$ cat src/rtl/mb_cycle_ctl_if.sv
// Cache-request and motherboard-bus signal bundle for mb_cycle_ctl.
// slave: the cycle controller; master: the cache/pad environment driving it.
interface mb_cycle_ctl_if;
  logic        ReqValid;
  logic        ReqReady;
  logic [25:0] ReqCA;
  logic        ReqWrite;
  logic [31:0] ReqWData;
  logic        RspValid;
  logic [31:0] RspData;
  logic        RspErr;
  logic [29:0] MBA;
  logic        MBRnW;
  logic        nMBAS;
  logic        nMBDS;
  logic [31:0] MBDOut;
  logic        MBDOE;
  logic [31:0] MBDIn;
  logic [1:0]  nDSACK;
  logic        nBERR;

  modport slave (
    input  ReqValid, ReqCA, ReqWrite, ReqWData, MBDIn, nDSACK, nBERR,
    output ReqReady, RspValid, RspData, RspErr,
           MBA, MBRnW, nMBAS, nMBDS, MBDOut, MBDOE
  );

  modport master (
    output ReqValid, ReqCA, ReqWrite, ReqWData, MBDIn, nDSACK, nBERR,
    input  ReqReady, RspValid, RspData, RspErr,
           MBA, MBRnW, nMBAS, nMBDS, MBDOut, MBDOE
  );
endinterface

$ cat src/rtl/mb_cycle_ctl.sv
// Motherboard bus cycle controller: expands a compressed cache address and runs one
// asynchronous 68030-style longword cycle, returning read data or error status to the cache.
module mb_cycle_ctl #(
  parameter int unsigned TO_CYCLES = 64,
  parameter int unsigned RECOV_MIN = 1
) (
  input  logic          CLK,
  input  logic          nRES,
  mb_cycle_ctl_if.slave mb
);

  typedef enum logic [2:0] {IDLE, ADDR, STRB, RESP, WREL} state_t;

  localparam logic [7:0] TO_LAST    = 8'(TO_CYCLES - 1);
  localparam logic [3:0] RECOV_LOAD = 4'(RECOV_MIN);

  state_t      state;
  logic [1:0]  dsack_s1, dsack_s2;
  logic        berr_s1, berr_s2;
  logic [7:0]  tcnt;
  logic [3:0]  recov;

  logic [29:0] mba_q;
  logic        rnw_q;
  logic        as_n_q;
  logic        ds_n_q;
  logic [31:0] dout_q;
  logic        doe_q;
  logic        rsp_valid_q;
  logic        rsp_err_q;
  logic [31:0] rsp_data_q;

  logic        req_ready;
  logic        term_ok;
  logic        term_narrow;
  logic        timeout;
  logic        strb_exit;
  logic        strb_err;

  // CA[27:2] -> A[31:2]: A31=0, A30=CA27, A29=0, A28=CA26, A27:26=0, A25:2=CA25:2
  function automatic logic [29:0] expand(input logic [25:0] ca);
    return {1'b0, ca[25], 1'b0, ca[24], 2'b00, ca[23:0]};
  endfunction

  always_ff @(posedge CLK or negedge nRES) begin
    if (!nRES) begin
      dsack_s1 <= '1;
      dsack_s2 <= '1;
      berr_s1  <= 1'b1;
      berr_s2  <= 1'b1;
    end else begin
      dsack_s1 <= mb.nDSACK;
      dsack_s2 <= dsack_s1;
      berr_s1  <= mb.nBERR;
      berr_s2  <= berr_s1;
    end
  end

  // Error wins over a simultaneous full-width DSACK; any exit other than a clean 32-bit ack errs.
  always_comb begin
    term_ok     = (dsack_s2 == 2'b00);
    term_narrow = (dsack_s2 == 2'b01) || (dsack_s2 == 2'b10);
    timeout     = (tcnt == TO_LAST);
    strb_exit   = !berr_s2 || term_ok || term_narrow || timeout;
    strb_err    = !berr_s2 || !term_ok;
  end

  assign req_ready = nRES && (state == IDLE) && (recov == '0);

  always_ff @(posedge CLK or negedge nRES) begin
    if (!nRES) begin
      state       <= IDLE;
      mba_q       <= '0;
      rnw_q       <= 1'b1;
      as_n_q      <= 1'b1;
      ds_n_q      <= 1'b1;
      dout_q      <= '0;
      doe_q       <= 1'b0;
      rsp_valid_q <= 1'b0;
      rsp_err_q   <= 1'b0;
      rsp_data_q  <= '0;
      tcnt        <= '0;
      recov       <= '0;
    end else begin
      rsp_valid_q <= 1'b0;
      rsp_err_q   <= 1'b0;
      case (state)
        IDLE: begin
          if (recov != '0) recov <= recov - 4'd1;
          if (mb.ReqValid && req_ready) begin
            mba_q  <= expand(mb.ReqCA);
            rnw_q  <= ~mb.ReqWrite;
            dout_q <= mb.ReqWData;
            doe_q  <= mb.ReqWrite;
            state  <= ADDR;
          end
        end
        ADDR: begin
          as_n_q <= 1'b0;
          // Writes hold DS off for the first strobe cycle.
          ds_n_q <= ~rnw_q;
          tcnt   <= '0;
          state  <= STRB;
        end
        STRB: begin
          ds_n_q <= 1'b0;
          tcnt   <= tcnt + 8'd1;
          if (strb_exit) begin
            state       <= RESP;
            rsp_valid_q <= 1'b1;
            rsp_err_q   <= strb_err;
            as_n_q      <= 1'b1;
            ds_n_q      <= 1'b1;
            doe_q       <= 1'b0;
            if (rnw_q && term_ok) rsp_data_q <= mb.MBDIn;
          end
        end
        RESP: begin
          recov <= RECOV_LOAD;
          state <= WREL;
        end
        WREL: begin
          if (recov != '0) recov <= recov - 4'd1;
          if (dsack_s2 == 2'b11 && berr_s2) state <= IDLE;
        end
        default: state <= IDLE;
      endcase
    end
  end

  assign mb.ReqReady = req_ready;
  assign mb.RspValid = rsp_valid_q;
  assign mb.RspErr   = rsp_err_q;
  assign mb.RspData  = rsp_data_q;
  assign mb.MBA      = mba_q;
  assign mb.MBRnW    = rnw_q;
  assign mb.nMBAS    = as_n_q;
  assign mb.nMBDS    = ds_n_q;
  assign mb.MBDOut   = dout_q;
  assign mb.MBDOE    = doe_q;

endmodule

$ cat src/flat_wrapper.sv
// flat-port wrapper written by rule: the top's interface ports become plain ports
module mb_cycle_ctl_flat 
#(
  parameter int unsigned TO_CYCLES = 64,
  parameter int unsigned RECOV_MIN = 1
)
  (CLK, nRES, mb_ReqValid, mb_ReqCA, mb_ReqWrite, mb_ReqWData, mb_MBDIn, mb_nDSACK, mb_nBERR, mb_ReqReady, mb_RspValid, mb_RspData, mb_RspErr, mb_MBA, mb_MBRnW, mb_nMBAS, mb_nMBDS, mb_MBDOut, mb_MBDOE);
  mb_cycle_ctl_if mb_i ();
  input  logic CLK;
  input  logic nRES;
  input wire logic [$bits(mb_i.ReqValid)-1:0] mb_ReqValid;
  input wire logic [$bits(mb_i.ReqCA)-1:0] mb_ReqCA;
  input wire logic [$bits(mb_i.ReqWrite)-1:0] mb_ReqWrite;
  input wire logic [$bits(mb_i.ReqWData)-1:0] mb_ReqWData;
  input wire logic [$bits(mb_i.MBDIn)-1:0] mb_MBDIn;
  input wire logic [$bits(mb_i.nDSACK)-1:0] mb_nDSACK;
  input wire logic [$bits(mb_i.nBERR)-1:0] mb_nBERR;
  output wire logic [$bits(mb_i.ReqReady)-1:0] mb_ReqReady;
  output wire logic [$bits(mb_i.RspValid)-1:0] mb_RspValid;
  output wire logic [$bits(mb_i.RspData)-1:0] mb_RspData;
  output wire logic [$bits(mb_i.RspErr)-1:0] mb_RspErr;
  output wire logic [$bits(mb_i.MBA)-1:0] mb_MBA;
  output wire logic [$bits(mb_i.MBRnW)-1:0] mb_MBRnW;
  output wire logic [$bits(mb_i.nMBAS)-1:0] mb_nMBAS;
  output wire logic [$bits(mb_i.nMBDS)-1:0] mb_nMBDS;
  output wire logic [$bits(mb_i.MBDOut)-1:0] mb_MBDOut;
  output wire logic [$bits(mb_i.MBDOE)-1:0] mb_MBDOE;
  assign mb_i.ReqValid = mb_ReqValid;
  assign mb_i.ReqCA = mb_ReqCA;
  assign mb_i.ReqWrite = mb_ReqWrite;
  assign mb_i.ReqWData = mb_ReqWData;
  assign mb_i.MBDIn = mb_MBDIn;
  assign mb_i.nDSACK = mb_nDSACK;
  assign mb_i.nBERR = mb_nBERR;
  assign mb_ReqReady = mb_i.ReqReady;
  assign mb_RspValid = mb_i.RspValid;
  assign mb_RspData = mb_i.RspData;
  assign mb_RspErr = mb_i.RspErr;
  assign mb_MBA = mb_i.MBA;
  assign mb_MBRnW = mb_i.MBRnW;
  assign mb_nMBAS = mb_i.nMBAS;
  assign mb_nMBDS = mb_i.nMBDS;
  assign mb_MBDOut = mb_i.MBDOut;
  assign mb_MBDOE = mb_i.MBDOE;
  mb_cycle_ctl #(.TO_CYCLES(TO_CYCLES), .RECOV_MIN(RECOV_MIN)) u_core (.CLK(CLK), .nRES(nRES), .mb(mb_i));
endmodule
$ cat config.mk
export PLATFORM = sky130hd
export DESIGN_NAME = mb_cycle_ctl_flat
export DESIGN_NICKNAME = d
export VERILOG_FILES = /design/src/rtl/mb_cycle_ctl_if.sv /design/src/rtl/mb_cycle_ctl.sv /design/src/flat_wrapper.sv
export SDC_FILE = /design/constraint.sdc
export NUM_CORES = 1
export LEC_CHECK = 0
export CORE_ASPECT_RATIO = 1.4
export CORE_UTILIZATION = 43
export CTS_BUF_LIST = sky130_fd_sc_hd__clkbuf_4 sky130_fd_sc_hd__clkbuf_8 sky130_fd_sc_hd__clkbuf_16
export DETAILED_ROUTE_END_ITERATION = 10
export GPL_TIMING_DRIVEN = 0
export PLACE_DENSITY_LB_ADDON = 0.3
export SLEW_MARGIN = 30
export SYNTH_ARGS = -nofsm -noshare
export SYNTH_HDL_FRONTEND = slang
export SYNTH_SLANG_ARGS = --single-unit
$ cat constraint.sdc
create_clock -name CLK -period 2.03 [get_ports CLK]
set_input_delay 0.406 -clock CLK [delete_from_list [all_inputs] [get_ports CLK]]
set_output_delay 0.406 -clock CLK [all_outputs]
set_load 0.03 [all_outputs]
; ---- After elaboration in Yosys (flattened, before gate mapping)
; Index checks and enable logic that the tools add are counted.
[op_classes]
div = 0
eq_ne = 12
addsub = 2
n_lt_le_gt_ge = 0
bitwise_logic = 2
n_shift = 0
reduce_logical = 26
mul = 0
n_mux = 17
[ops]
columns = operator, n
row1 = 8-bit case mux with 2 select lines, 1
row2 = 3-bit case mux with 5 select lines, 1
row3 = 3-bit 2-to-1 mux, 3
row4 = 3-bit AND reduction, 3
row5 = "8-bit by 1-bit adder with 8-bit output, second input constant", 1
row6 = "8-bit by 6-bit equality test with 1-bit output, second input constant", 1
row7 = 4-bit case mux with 2 select lines, 1
row8 = 1-bit 2-to-1 mux, 7
row9 = "3-bit by 2-bit equality test with 1-bit output, second input constant", 2
row10 = "2-bit by 1-bit != test with 1-bit output, second input constant", 3
row11 = 1-bit case mux with 2 select lines, 3
row12 = 2-bit AND reduction, 3
row13 = 2-bit nonzero test, 3
row14 = 1-bit logical AND, 5
row15 = 1-bit logical OR, 5
row16 = "2-bit equality test, second input constant", 2
row17 = 4-bit zero test, 1
row18 = 4-bit 2-to-1 mux, 1
row19 = 4-bit nonzero test, 1
row20 = "4-bit by 1-bit subtractor with 4-bit output, second input constant", 1
row21 = "3-bit by 1-bit equality test with 1-bit output, second input constant", 1
row22 = "3-bit equality test, second input constant", 1
row23 = 3-bit zero test, 1
row24 = "2-bit by 1-bit equality test with 1-bit output, second input constant", 1
row25 = other kinds (5), 7
[totals]
latchBits = 0
memories = 0
ram_bits = 0
output_inout_bits = 101
ff_bits = 117
elab_cells = 75
rom_bits = 0
in_bits = 97

; ---- Longest topological paths before layout
[depth]
ltp_word = 6
mapped_depth = 6
ltp_nobuf = 5

; ---- Least setup slack after synthesis
; OpenSTA, ideal clock, no wires.
[synth_path]
path_kind = register to register
start = register u_core.recov[0]
end = register u_core.mba_q[0], in the netlist u_core.mb.MBA[0]
stages_incl_launch_ff = 7
required_ns = 1.905
slack_ns = 0.212
n_path_buf = 1
setup_ns = 0.125
arrival_ns = 1.693
cell_sequence = dfrtp_1 > inv_1 > ha_1 > nor3b_1 > nand3_2 > buf_6 > mux2_4
[synth_via]
elab_chain_len = 4
[synth_rtl]
columns = element, line
row1 = start: declaration, mb_cycle_ctl.sv:21  ; logic [3:0] recov;
row2 = start signal: assignment, mb_cycle_ctl.sv:89  ; if (recov != '0) recov <= recov - 4'd1;
row3 = start signal: assignment, mb_cycle_ctl.sv:123  ; if (recov != '0) recov <= recov - 4'd1;
row4 = 4-bit zero test, mb_cycle_ctl.sv:68  ; assign req_ready = nRES && (state == IDLE) && (recov == '0);
row5 = 1-bit logical AND, mb_cycle_ctl.sv:68
row6 = 1-bit logical AND, mb_cycle_ctl.sv:90  ; if (mb.ReqValid && req_ready) begin
row7 = 2-bit AND reduction (no line), --
row8 = end signal: assignment, mb_cycle_ctl.sv:91  ; mba_q <= expand(mb.ReqCA);
row9 = end: declaration, mb_cycle_ctl.sv:23  ; logic [29:0] mba_q;
; No other way between the ends.
; A chain may end at the register's enable or synchronous reset.

; ---- Worst setup path in the final report
[layout_path]
start = register u_core.state[1]
end = output mb_ReqReady
[layout_via]
elab_chain_len = 3
[layout_rtl]
columns = element, line
row1 = start: declaration, mb_cycle_ctl.sv:17  ; state_t state;
row2 = start signal: assignment, mb_cycle_ctl.sv:72  ; state <= IDLE;
row3 = start signal: assignment, mb_cycle_ctl.sv:95  ; state <= ADDR;
row4 = start signal: assignment, mb_cycle_ctl.sv:103  ; state <= STRB;
row5 = 3-bit zero test, mb_cycle_ctl.sv:68
row6 = 1-bit logical AND (2 in series), mb_cycle_ctl.sv:68
row7 = end: declaration, flat_wrapper.sv:18  ; output wire logic [$bits(mb_i.ReqReady)-1:0] mb_ReqReady;
; No other way between the ends.

==> results.yml <==
yosys:
  primary_flip_flop_cell_chosen_by_synthesis_mapping: "sky130_fd_sc_hd__dfrtp_1"
  syn_inst: 305
  synthesis.yosys.warnings: 0
  count_of_unique_library_cells_instantiated_by_yosys: 42
  library_cell_occupying_the_most_area_in_the_post_synthesis_netlist: "sky130_fd_sc_hd__dfrtp_1"
  post_synth_main_area_contributors: "sky130_fd_sc_hd__dfrtp_1, sky130_fd_sc_hd__mux2_4, sky130_fd_sc_hd__mux2_2"
  post_synth_instance_area_mm2: 0.004890
  portion_of_the_post_synthesis_area_used_by_sequential_elements_pct: 60.11
  ys_ff_latch: 117
  synth_enable_flop_cells: 0
  synth-async-reset-ratio_pct: 100.0
  synth_largest_type_area_fraction_pct: 55.27
  synthesis.area_per_instance_um2: 16.03
sta:
  fmaxAchievable_ghz: 0.5145
  transition_time_at_the_pin_with_the_least_slew_margin_ns: 0.8464
  maxSlewViolCount: 0
  period_share_pct: 95.75
  setup_total_negative_slack_ns: 0
  fin_skew_ns: 0.006626
  maxSlewHeadroom_pct: 43.39
  final_critical_path_setup_slack_ns: 0.08629
  hold_viol: 0
  finalSetupViolCount: 0
  min_period_ns: 1.944
floorplan:
  floorplan.initialDensity_pct: 44.54
  floorplan.die.height_um: 128.2
  num_io_pins: 198
  die_x_um: 92.13
  fp.coreArea_mm2: 0.01098
  row_count: 45
  die_area_mm2: 0.01181
routing:
  route.antenna.remaining_nets: 0
  drt-vias-per-instance: 4.845
  post_detailed_routing_wire_length_um: 11380
  detailedRoute.firstPassIterationCount: 4
  remaining_drc_errors: 0
  route.detailed.wl_per_inst_um: 16.66
  drt_iter0_markers: 98
  route.vias.total: 3309
worst_setup_path:
  setup.worst_path.start: "u_core.state[1]"
  worstPathRequired_ns: 1.62
  crit_path_end_kind: "output port"
  regToRegStartpoint: "u_core.recov[1]"
  timing.reg2reg.setup_slack_ns: 0.12
  worst-setup-path-type: "flip-flop to output port"
  critical_path.startpoint_type: "flip-flop"
  worst-endpoint-arrival_ns: 1.54
  crit_path_max_fanout: 8
placed_design:
  place_ws_ns: -0.7136
  placedCellCount: 643
  io_buffer_count: 193
  dp.final_hpwl_um: 7747
  place_congestion: 0.7208
finish:
  area.growth.synth_to_final_pct: 61.05
  finalNetCount: 631
  layout.cells.most_common_list: "sky130_fd_sc_hd__clkdlybuf4s50_1, sky130_fd_sc_hd__dfrtp_1, sky130_fd_sc_hd__mux2_4, sky130_fd_sc_hd__mux2_2, sky130_fd_sc_hd__nand2_1"
  layout-drive-gt1-share_pct: 31.37
  postLayoutCoreUtil_pct: 71.73
  instances_no_fill: 683
  mostFrequentLayoutCell: "sky130_fd_sc_hd__clkdlybuf4s50_1"
  antenna_cells: 0
clocking:
  clkSlewWorstSetupHoldPaths_ns: 0.05
  ctsRootBufferMaster: "sky130_fd_sc_hd__clkbuf_16"
  cts_max_level: 4
  cts-buffers-inserted: 17
  max-clock-path-buffers: 2
  clock_sink_count: 117
  clk-insertion-delay-late_ns: 0.40
  clock_tree_from_tritoncts: "done"
pwr:
  powerDensity_mw_per_mm2: 1730
  max-vdd-ir-drop_uv: 992.8
  static-leakage-power_nw: 3.679
  power_mw: 13.62
worst_hold_path:
  holdCritPathClass: "primary input to asynchronous set/reset pin"
grt:
  first_global_vias: 3593
  gr-usage-all-layers_pct: 20.77
  grt_remaining_overflow: 0
  grt_max_degree: 37
  grt_antenna_before_repair: 0
  first_pass_grt_wire_length_um: 18370
run_status:
  outcome: "finished, final reports clean"
job:
  max_cap_viol_count: 0
-- synth_stat cells, drive strengths merged (2+ instances only) --
library cell and instances:
o21ai 2, nand2 18, nand4 3, nor2 3
and2 2, mux2i 6, ha 5, nand3 8
a31oi 3, dfstp 9, or3b 4, nor3b 2
mux2 91, buf 16, dfrtp 108, and3 2
inv 6
-- what timing repair did --
item,4_1_cts,5_1_grt
resized for setup,13,6
buffers inserted,1,1
hold buffers,5,0
gates cloned,1,0
setup endpoints to repair,61,7
pin swaps,1,1
endpoints found under the hold margin,40,0
-- path summary, 6_finish.rpt --
check                                      to  cells after the start
min                           u_core.recov[3]                      3
max                               mb_ReqReady                      3
max in group asynchronous    u_core.mb.MBA[8]                      3
min in group CLK           u_core.dsack_s2[1]                      0
max reg2reg                 u_core.mb.MBA[16]                      7
min reg2reg                u_core.dsack_s2[1]                      0
-- state kept, by name (all words and copies together), names as in the netlist --
name	cells
u_core.mb.MBDOE	1
u_core.recov	4
u_core.dsack_s1	2
u_core.mb.RspData	32
u_core.state	3
u_core.mb.MBRnW	1
u_core.mb.RspErr	1
u_core.mb.nMBAS	1
u_core.mb.nMBDS	1
u_core.dsack_s2	2
u_core.tcnt	8
u_core.mb.RspValid	1
u_core.berr_s2	1
u_core.mb.MBDOut	32
u_core.mb.MBA	26
u_core.berr_s1	1
-- metal layers --
layer	share of wire (%)	vias to the layer above	track usage [%]
met4	2.1	0	9.559
met1	38	1612	22.70
met5	0	-	0
met2	51	161	35.69
li1	-	1520	-
met3	9.0	16	7.711
-- power breakdown --
group          leakage (nW)  internal [mW]  switching (mW)  total, mW
registers              1.47           3.41           0.690       4.10
clock network         0.319           2.34            1.03       3.37
logic                  1.89           3.07            3.08       6.15
-- metrics by stage --
| step | cell area [µm²] | hold WS, ns |
|---|---|---|
| 6_report | 7875 | 0.02013 |
| 3_3_place_gp | 7009 | 0.3468 |
| 2_1_floorplan | 4901 | 0.1104 |
| 4_1_cts | 7851 | 0.01469 |
| 5_1_grt | 7875 | 0.02377 |
| 3_5_place_dp | 7042 | 0.3247 |
-- worst max-delay path, cell delays in order (launching register included) --
cell	delay (ns)
sky130_fd_sc_hd__dfrtp_2	0.46
sky130_fd_sc_hd__nor4b_4	0.35
sky130_fd_sc_hd__and2_4	0.20
sky130_fd_sc_hd__buf_6	0.12
-- cell families (layout without fill, tap and decap cells) --
kind of cell	after synthesis	after routing	synth area share, %
AOI/OAI and AO/OA	16	16	2.431
adders and majority gates	5	5	1.279
buffers and inverters	23	257	3.582
DFF	117	117	60.11
muxes	97	97	26.64
other	1	4	0.07669
and+or+nand+nor	46	46	5.885
-- layout make-up --
class	count	area, µm²
fill	757	3104
multi-input combinational	168	1808
clock inverter	13	229.0
buffer	17	152.6
tap	141	176.4
clock buffer	19	446.7
timing repair buffer	202	2098
inverter	6	22.52
sequential	117	2942
(Power assumes the default switching activity.)
